--- config.mk ---
export PLATFORM = sky130hd
export DESIGN_NAME = apb_req_arb
export DESIGN_NICKNAME = d
export VERILOG_FILES = /design/src/rtl/apb_req_arb_pkg.sv /design/src/rtl/apb_req_arb_rr_arbiter.sv /design/src/rtl/apb_req_arb.sv
export SDC_FILE = /design/constraint.sdc
export NUM_CORES = 1
export LEC_CHECK = 0
export CORE_AREA = 4 4 163 165
export DETAILED_ROUTE_END_ITERATION = 10
export DIE_AREA = 0 0 167 169
export GPL_TIMING_DRIVEN = 0
export PLACE_DENSITY_LB_ADDON = 0.1
export SETUP_SLACK_MARGIN = 0.02
export SKIP_LAST_GASP = 1
export SLEW_MARGIN = 25
export SYNTH_ARGS = -nofsm -noshare
export SYNTH_HDL_FRONTEND = slang
export SYNTH_SLANG_ARGS = --single-unit
--- constraint.sdc ---
create_clock -name pclk -period 4.76 [get_ports pclk]
set_input_delay 0.952 -clock pclk [delete_from_list [all_inputs] [get_ports pclk]]
set_output_delay 0.952 -clock pclk [all_outputs]
set_load 0.01 [all_outputs]
--- src/rtl/apb_req_arb_pkg.sv ---
// apb_req_arb_pkg: shared state type, default sizes and small helpers for
// the APB request arbiter and its round-robin picker.
package apb_req_arb_pkg;

  localparam int WIDTH_DEF = 32;
  localparam int NREQ_DEF  = 4;
  localparam int TOUT_DEF  = 256;

  typedef enum logic [1:0] {
    IDLE,
    ISSUE,
    WAIT,
    DONE
  } arb_state_t;

  // Index that follows idx in a ring of n requesters.
  function automatic int nextIdx(input int idx, input int n);
    return (idx + 1) % n;
  endfunction

endpackage

--- src/rtl/apb_req_arb_rr_arbiter.sv ---
// rr_arbiter: combinational round-robin picker. Given the pending request
// vector and the current priority pointer, returns a one-hot winner. The
// pointer register itself lives in the parent.
module rr_arbiter #(
  parameter int NREQ = 4
) (
  input  logic [NREQ-1:0]         req_i,
  input  logic [$clog2(NREQ)-1:0] ptr_i,
  output logic [NREQ-1:0]         winner_o
);

  localparam int PW = $clog2(NREQ);

  logic          found;
  logic [PW-1:0] idx;

  // Scan upward from the pointer, wrapping past NREQ-1, keeping the first hit.
  always_comb begin
    winner_o = '0;
    found    = 1'b0;
    idx      = '0;
    for (int off = 0; off < NREQ; off++) begin
      idx = PW'((int'(ptr_i) + off) % NREQ);
      if (!found && req_i[idx]) begin
        found         = 1'b1;
        winner_o[idx] = 1'b1;
      end
    end
  end

endmodule

--- src/rtl/apb_req_arb.sv ---
// apb_req_arb: round-robin scheduler sharing one APB master bridge between
// NREQ requesters. One transfer at a time: IDLE -> ISSUE -> WAIT -> DONE.
// Optional feature macro: APB_ARB_TIMEOUT_EN adds a WAIT-state timeout of
// TOUT cycles that completes the transfer with req_err=1 and zero read data.
module apb_req_arb
  import apb_req_arb_pkg::*;
#(
  parameter int NREQ  = NREQ_DEF,
  parameter int WIDTH = WIDTH_DEF,
  parameter int TOUT  = TOUT_DEF
) (
  input  logic                    pclk,
  input  logic                    preset,
  input  logic [NREQ-1:0]         req_valid,
  input  logic [NREQ-1:0]         req_write,
  input  logic [NREQ*WIDTH-1:0]   req_addr,
  input  logic [NREQ*WIDTH-1:0]   req_wdata,
  input  logic [NREQ*4-1:0]       req_sel,
  output logic [NREQ-1:0]         req_ack,
  output logic [WIDTH-1:0]        req_rdata,
  output logic                    req_err,
  output logic [NREQ-1:0]         grant,
  output logic                    busy,
  output logic [WIDTH-1:0]        p_addr,
  output logic [WIDTH-1:0]        pw_data,
  output logic [3:0]              p_sel,
  output logic                    p_wr,
  output logic                    trans,
  input  logic                    m_pready,
  input  logic [WIDTH-1:0]        m_prdata
);

  localparam int PW = $clog2(NREQ);

  if (NREQ < 2 || NREQ > 8 || TOUT < 2) begin : gParamCheck
    $error("apb_req_arb: NREQ must be 2..8 and TOUT at least 2");
  end

  arb_state_t       state_q;
  logic [PW-1:0]    ptr_q, ptr_d;
  logic [NREQ-1:0]  winner;
  logic [NREQ-1:0]  grant_q, ack_q;
  logic [WIDTH-1:0] addr_q, addr_d, wdata_q, wdata_d, rdata_q;
  logic [3:0]       sel_q, sel_d;
  logic             wr_q, wr_d;
  logic             trans_q, busy_q;
  logic             firstWait;
  logic             expire;

`ifdef APB_ARB_TIMEOUT_EN
  localparam int CW = $clog2(TOUT + 1);
  logic [CW-1:0] waitCnt_q;
  logic          err_q;
  assign firstWait = (waitCnt_q == '0);
  assign expire    = (waitCnt_q == CW'(TOUT - 1));
  assign req_err   = err_q;
`else
  logic firstWait_q;
  assign firstWait = firstWait_q;
  assign expire    = 1'b0;
  assign req_err   = 1'b0;
`endif

  rr_arbiter #(.NREQ(NREQ)) uArb (
    .req_i    (req_valid),
    .ptr_i    (ptr_q),
    .winner_o (winner)
  );

  // Select the winning requester's command slice and the pointer after it.
  always_comb begin
    addr_d  = '0;
    wdata_d = '0;
    sel_d   = '0;
    wr_d    = 1'b0;
    ptr_d   = ptr_q;
    for (int i = 0; i < NREQ; i++) begin
      if (winner[i]) begin
        addr_d  = req_addr[i*WIDTH +: WIDTH];
        wdata_d = req_wdata[i*WIDTH +: WIDTH];
        sel_d   = req_sel[i*4 +: 4];
        wr_d    = req_write[i];
        ptr_d   = PW'(nextIdx(i, NREQ));
      end
    end
  end

  // Transfer sequencer; every bridge and requester output is registered here.
  always_ff @(posedge pclk or posedge preset) begin
    if (preset) begin
      state_q     <= IDLE;
      ptr_q       <= '0;
      grant_q     <= '0;
      ack_q       <= '0;
      addr_q      <= '0;
      wdata_q     <= '0;
      sel_q       <= '0;
      wr_q        <= 1'b0;
      trans_q     <= 1'b0;
      busy_q      <= 1'b0;
      rdata_q     <= '0;
`ifdef APB_ARB_TIMEOUT_EN
      waitCnt_q   <= '0;
      err_q       <= 1'b0;
`else
      firstWait_q <= 1'b0;
`endif
    end else begin
      case (state_q)
        IDLE: begin
          if (|req_valid) begin
            grant_q <= winner;
            addr_q  <= addr_d;
            wdata_q <= wdata_d;
            sel_q   <= sel_d;
            wr_q    <= wr_d;
            ptr_q   <= ptr_d;
            trans_q <= 1'b1;
            busy_q  <= 1'b1;
            state_q <= ISSUE;
          end
        end
        ISSUE: begin
          trans_q     <= 1'b0;
`ifdef APB_ARB_TIMEOUT_EN
          waitCnt_q   <= '0;
`else
          firstWait_q <= 1'b1;
`endif
          state_q     <= WAIT;
        end
        WAIT: begin
          if (!firstWait && m_pready) begin
            if (!wr_q) begin
              rdata_q <= m_prdata;
            end
            ack_q   <= grant_q;
            state_q <= DONE;
          end else if (expire) begin
            rdata_q <= '0;
            ack_q   <= grant_q;
`ifdef APB_ARB_TIMEOUT_EN
            err_q   <= 1'b1;
`endif
            state_q <= DONE;
          end
`ifdef APB_ARB_TIMEOUT_EN
          waitCnt_q   <= waitCnt_q + 1'b1;
`else
          firstWait_q <= 1'b0;
`endif
        end
        DONE: begin
          ack_q   <= '0;
          grant_q <= '0;
          busy_q  <= 1'b0;
`ifdef APB_ARB_TIMEOUT_EN
          err_q   <= 1'b0;
`endif
          state_q <= IDLE;
        end
        default: state_q <= IDLE;
      endcase
    end
  end

  assign req_ack   = ack_q;
  assign req_rdata = rdata_q;
  assign grant     = grant_q;
  assign busy      = busy_q;
  assign p_addr    = addr_q;
  assign pw_data   = wdata_q;
  assign p_sel     = sel_q;
  assign p_wr      = wr_q;
  assign trans     = trans_q;

endmodule
==> flow_metrics.env <==
export IMPL_gp_congestion=0.890
export IMPL_gr_total_overflow=0
export IMPL_cp_arrival_ps=4130
export IMPL_grt_usage_pct=24.8
export IMPL_p_int_mw=5.04
export IMPL_critPathLaunchType="register"
export IMPL_setup_violations=0
export IMPL_place_area_sq_mm=0.0123
export IMPL_p_clk_share_pct=14.3
export IMPL_drt_iter0_drc=414
export IMPL_synth_seq_cells=116
export IMPL_dieArea_sq_mm=0.0282
export IMPL_cts_setup_buffers=0
export IMPL_vdd_drop_max_mv=0.293
export IMPL_fin_crit_ps=3830
export IMPL_hpwl_um=28500
export IMPL_fin_worst_skew_ps=6.15
export IMPL_finalCritPeriodShare_pct=80.5
export IMPL_yosys_area_share_xor_xnor_pct=0
export IMPL_io_pins=427
export IMPL_start_util_pct=30.4
export IMPL_drive_above_1_share_pct=16.7
export IMPL_coreArea_sq_mm=0.0250
export IMPL_synth_compound_area_share_pct=32.6
export IMPL_cts_buffers=17
export IMPL_syn_nets=1077
export IMPL_power_share_combinational_pct=67.3
export IMPL_drt_antenna_violating_nets=0
export IMPL_clk_pin_slew_ps=60
export IMPL_whs_ps=482
export IMPL_p_sw_mw=4.44
export IMPL_powerDensity_mw_per_mm2=735
export IMPL_holdCritPathClass="register to register"
export IMPL_routedWlPerCell_um=23.7
export IMPL_synth_top_family_by_area="compound AO/OA/AOI/OAI gates"
export IMPL_yosysUniqueCellTypes=54
export IMPL_hold_violations=0
export IMPL_synth_warnings=0
export IMPL_seq_power_share_pct=18.4
export IMPL_hold_buffers=0
export IMPL_worst_slack_ps=929
export IMPL_synth_simple_area_share_pct=15.3
export IMPL_p_leak_nw=4.85
export IMPL_dpl_worst_slack_ps=547
export IMPL_area_growth_pct=69.8
export IMPL_ys_seq_area_share_pct=38.2
export IMPL_critPathMaxFanout=10
export IMPL_fillers=2327
export IMPL_max_freq_mhz=261
export IMPL_end_kind="register"
export IMPL_status="complete, no violations"
export IMPL_grt_pass1_wl_um=54100
export IMPL_synth_adder_area_share_pct=1.81
export IMPL_rows=58
export IMPL_muxShareOfSynthArea_pct=5.89
export IMPL_dp_cells=1505
export IMPL_drc_errors=0
export IMPL_synthFlopType="dfrtp_1"
export IMPL_die_h_um=169
export IMPL_cts_resized=0
export IMPL_final_util_pct=51.5
export IMPL_worst_slew_pin_slew_ps=1020
export IMPL_finalPower_mw=9.48
export IMPL_dr_pass1_iters=5
export IMPL_viasPerCell=5.41
export IMPL_num_nets_final=1520
export IMPL_grt_setup_unrepaired="false"
export IMPL_synthCells=751
export IMPL_cts_tree="built"
export IMPL_clockBufferDepth=2
export IMPL_clk_latency_ps=410
export IMPL_finalMaxSlewViolations=0
export IMPL_synth_area_sq_mm=0.00760
export IMPL_h_tree_depth=4
export IMPL_cap_violations=0
export IMPL_syn_avg_cell_area_sq_um=10.1
export IMPL_cts_sink_count=116
export IMPL_routed_wl_um=36500
export IMPL_route_vias_total=8335
export IMPL_timing_slew_headroom_pct=31.4
export IMPL_antenna_found_initial=5
export IMPL_path_class="register to register"
export IMPL_fin_cells=1542
export IMPL_grt_max_degree=62
export IMPL_grt_pass1_vias=8759
export IMPL_final_area_sq_mm=0.0129
export IMPL_p_sw_share_pct=46.8
export IMPL_port_buffers=423
export IMPL_async_reset_ff_share_pct=100
export IMPL_synth_edf_count=0
export IMPL_required_ps=5060
export IMPL_root_buffer="clkbuf_16"
export IMPL_die_x_um=167
export IMPL_fin_tns_setup_ps=0
[placed cells by master, fill, tap and decap left out, types with 2 or more instances in the layout]
master,instances
buf_1,4
dfrtp_1,116
a221oi_1,10
o21a_1,2
inv_1,8
o221ai_2,37
a22o_1,7
and2_1,3
a21oi_1,5
mux2i_1,2
o21ai_0,75
bufinv_16,3
buf_4,7
o2111a_1,2
ha_1,11
or2_2,2
clkbuf_1,51
clkinvlp_4,3
o221ai_1,31
a221oi_2,59
buf_6,9
buf_2,15
nand3b_1,5
nand4_1,68
diode_2,5
inv_6,3
clkinv_4,4
clkdlybuf4s50_1,423
mux4_2,3
nand2b_1,4
mux2_2,32
nand3_1,2
nand2_1,78
nor3_1,3
clkbuf_16,17
nor2_1,75
[critical path: stages, from the launching register on]
cell and delay [ps]:
dfrtp_1 430, buf_2 240, inv_1 110, ha_1 310
buf_6 130, mux4_2 580, nand3b_1 130, o311ai_2 150
nor2_1 670, clkbuf_1 530, nand3_1 140, a32o_1 290
[area by class of cell]
class                      count  area [sq um]  area share, %
tap                          330           413           3.20
timing repair buffer         424          4260           33.0
buffer                        86           439           3.40
multi-input combinational    540          4230           32.7
antenna                        5          12.5         0.0970
inverter                       9          41.3          0.320
clock inverter                14           179           1.39
sequential                   116          2900           22.5
clock buffer                  18           429           3.33
[final timing paths]
kind | start | to | slack (ps) | cells past startpoint
max in group asynchronous | preset | pw_data[9] | 3120 | 3
worst max register to register | ptr_q[0] | ptr_q[1] | 930 | 11
worst max-delay path | ptr_q[0] | ptr_q[1] | 930 | 11
min in group asynchronous | preset | req_rdata[4] | 960 | 2
worst min-delay path | busy | busy | 480 | 1
worst min register to register | busy | busy | 480 | 1
[cells in the mapped netlist, types with 2 or more instances]
cell / instances / area (sq um)
o21ai_0: 75 / 375
buf_4: 7 / 52.6
a221oi_1: 10 / 87.6
dfrtp_1: 116 / 2900
a221oi_2: 59 / 886
buf_1: 4 / 15.0
nand4_1: 68 / 425
nand3b_1: 5 / 37.5
or2_2: 2 / 12.5
nor3_1: 3 / 15.0
buf_6: 9 / 101
inv_1: 9 / 33.8
a21oi_1: 5 / 25.0
and2_1: 3 / 18.8
o21a_1: 2 / 15.0
ha_1: 11 / 138
nand2_1: 78 / 293
o2111a_1: 2 / 22.5
mux2_2: 32 / 360
a22o_1: 7 / 61.3
clkbuf_1: 50 / 188
buf_2: 15 / 75.1
o221ai_2: 37 / 556
nor2_1: 75 / 282
mux4_2: 3 / 67.6
nand3_1: 2 / 10.0
mux2i_1: 2 / 20.0
o221ai_1: 31 / 272
nand2b_1: 4 / 25.0
[metal layers]
metal / up-vias / track usage, % / part of all wire [%]
li1: 3851 / - / -
met1: 4056 / 29.1 / 40
met2: 371 / 43.2 / 50
met3: 57 / 7.92 / 7.9
met4: 0 / 8.15 / 2.7
met5: - / 0 / 0
[state kept, by name, indices dropped and copies added (netlist names)]
name,count
trans,1
state_q,2
busy,1
grant,4
ptr_q,2
firstWait,1
p_sel,4
p_addr,32
p_wr,1
pw_data,32
req_ack,4
req_rdata,32
[power by group through the flow]
stage / Combinational (mW) / Sequential [mW] / Clock [mW]
2_1_floorplan: 3.75 / 1.90 / 0
3_3_place_gp: 6.39 / 1.75 / 0
3_5_place_dp: 6.43 / 1.75 / 0
4_1_cts: 6.46 / 1.75 / 1.39
5_1_grt: 6.93 / 1.80 / 1.43
6_report: 6.38 / 1.74 / 1.36
[kinds of logic after synthesis]
family	count (synthesis)
adder cells (fa/ha/maj)	11
multiplexers	37
buffers and inverters	95
AND/OR/NAND/NOR	246
flip-flops	116
other	1
AO/OA/AOI/OAI	245
No activity file was read; power rests on OpenSTA's default activity.
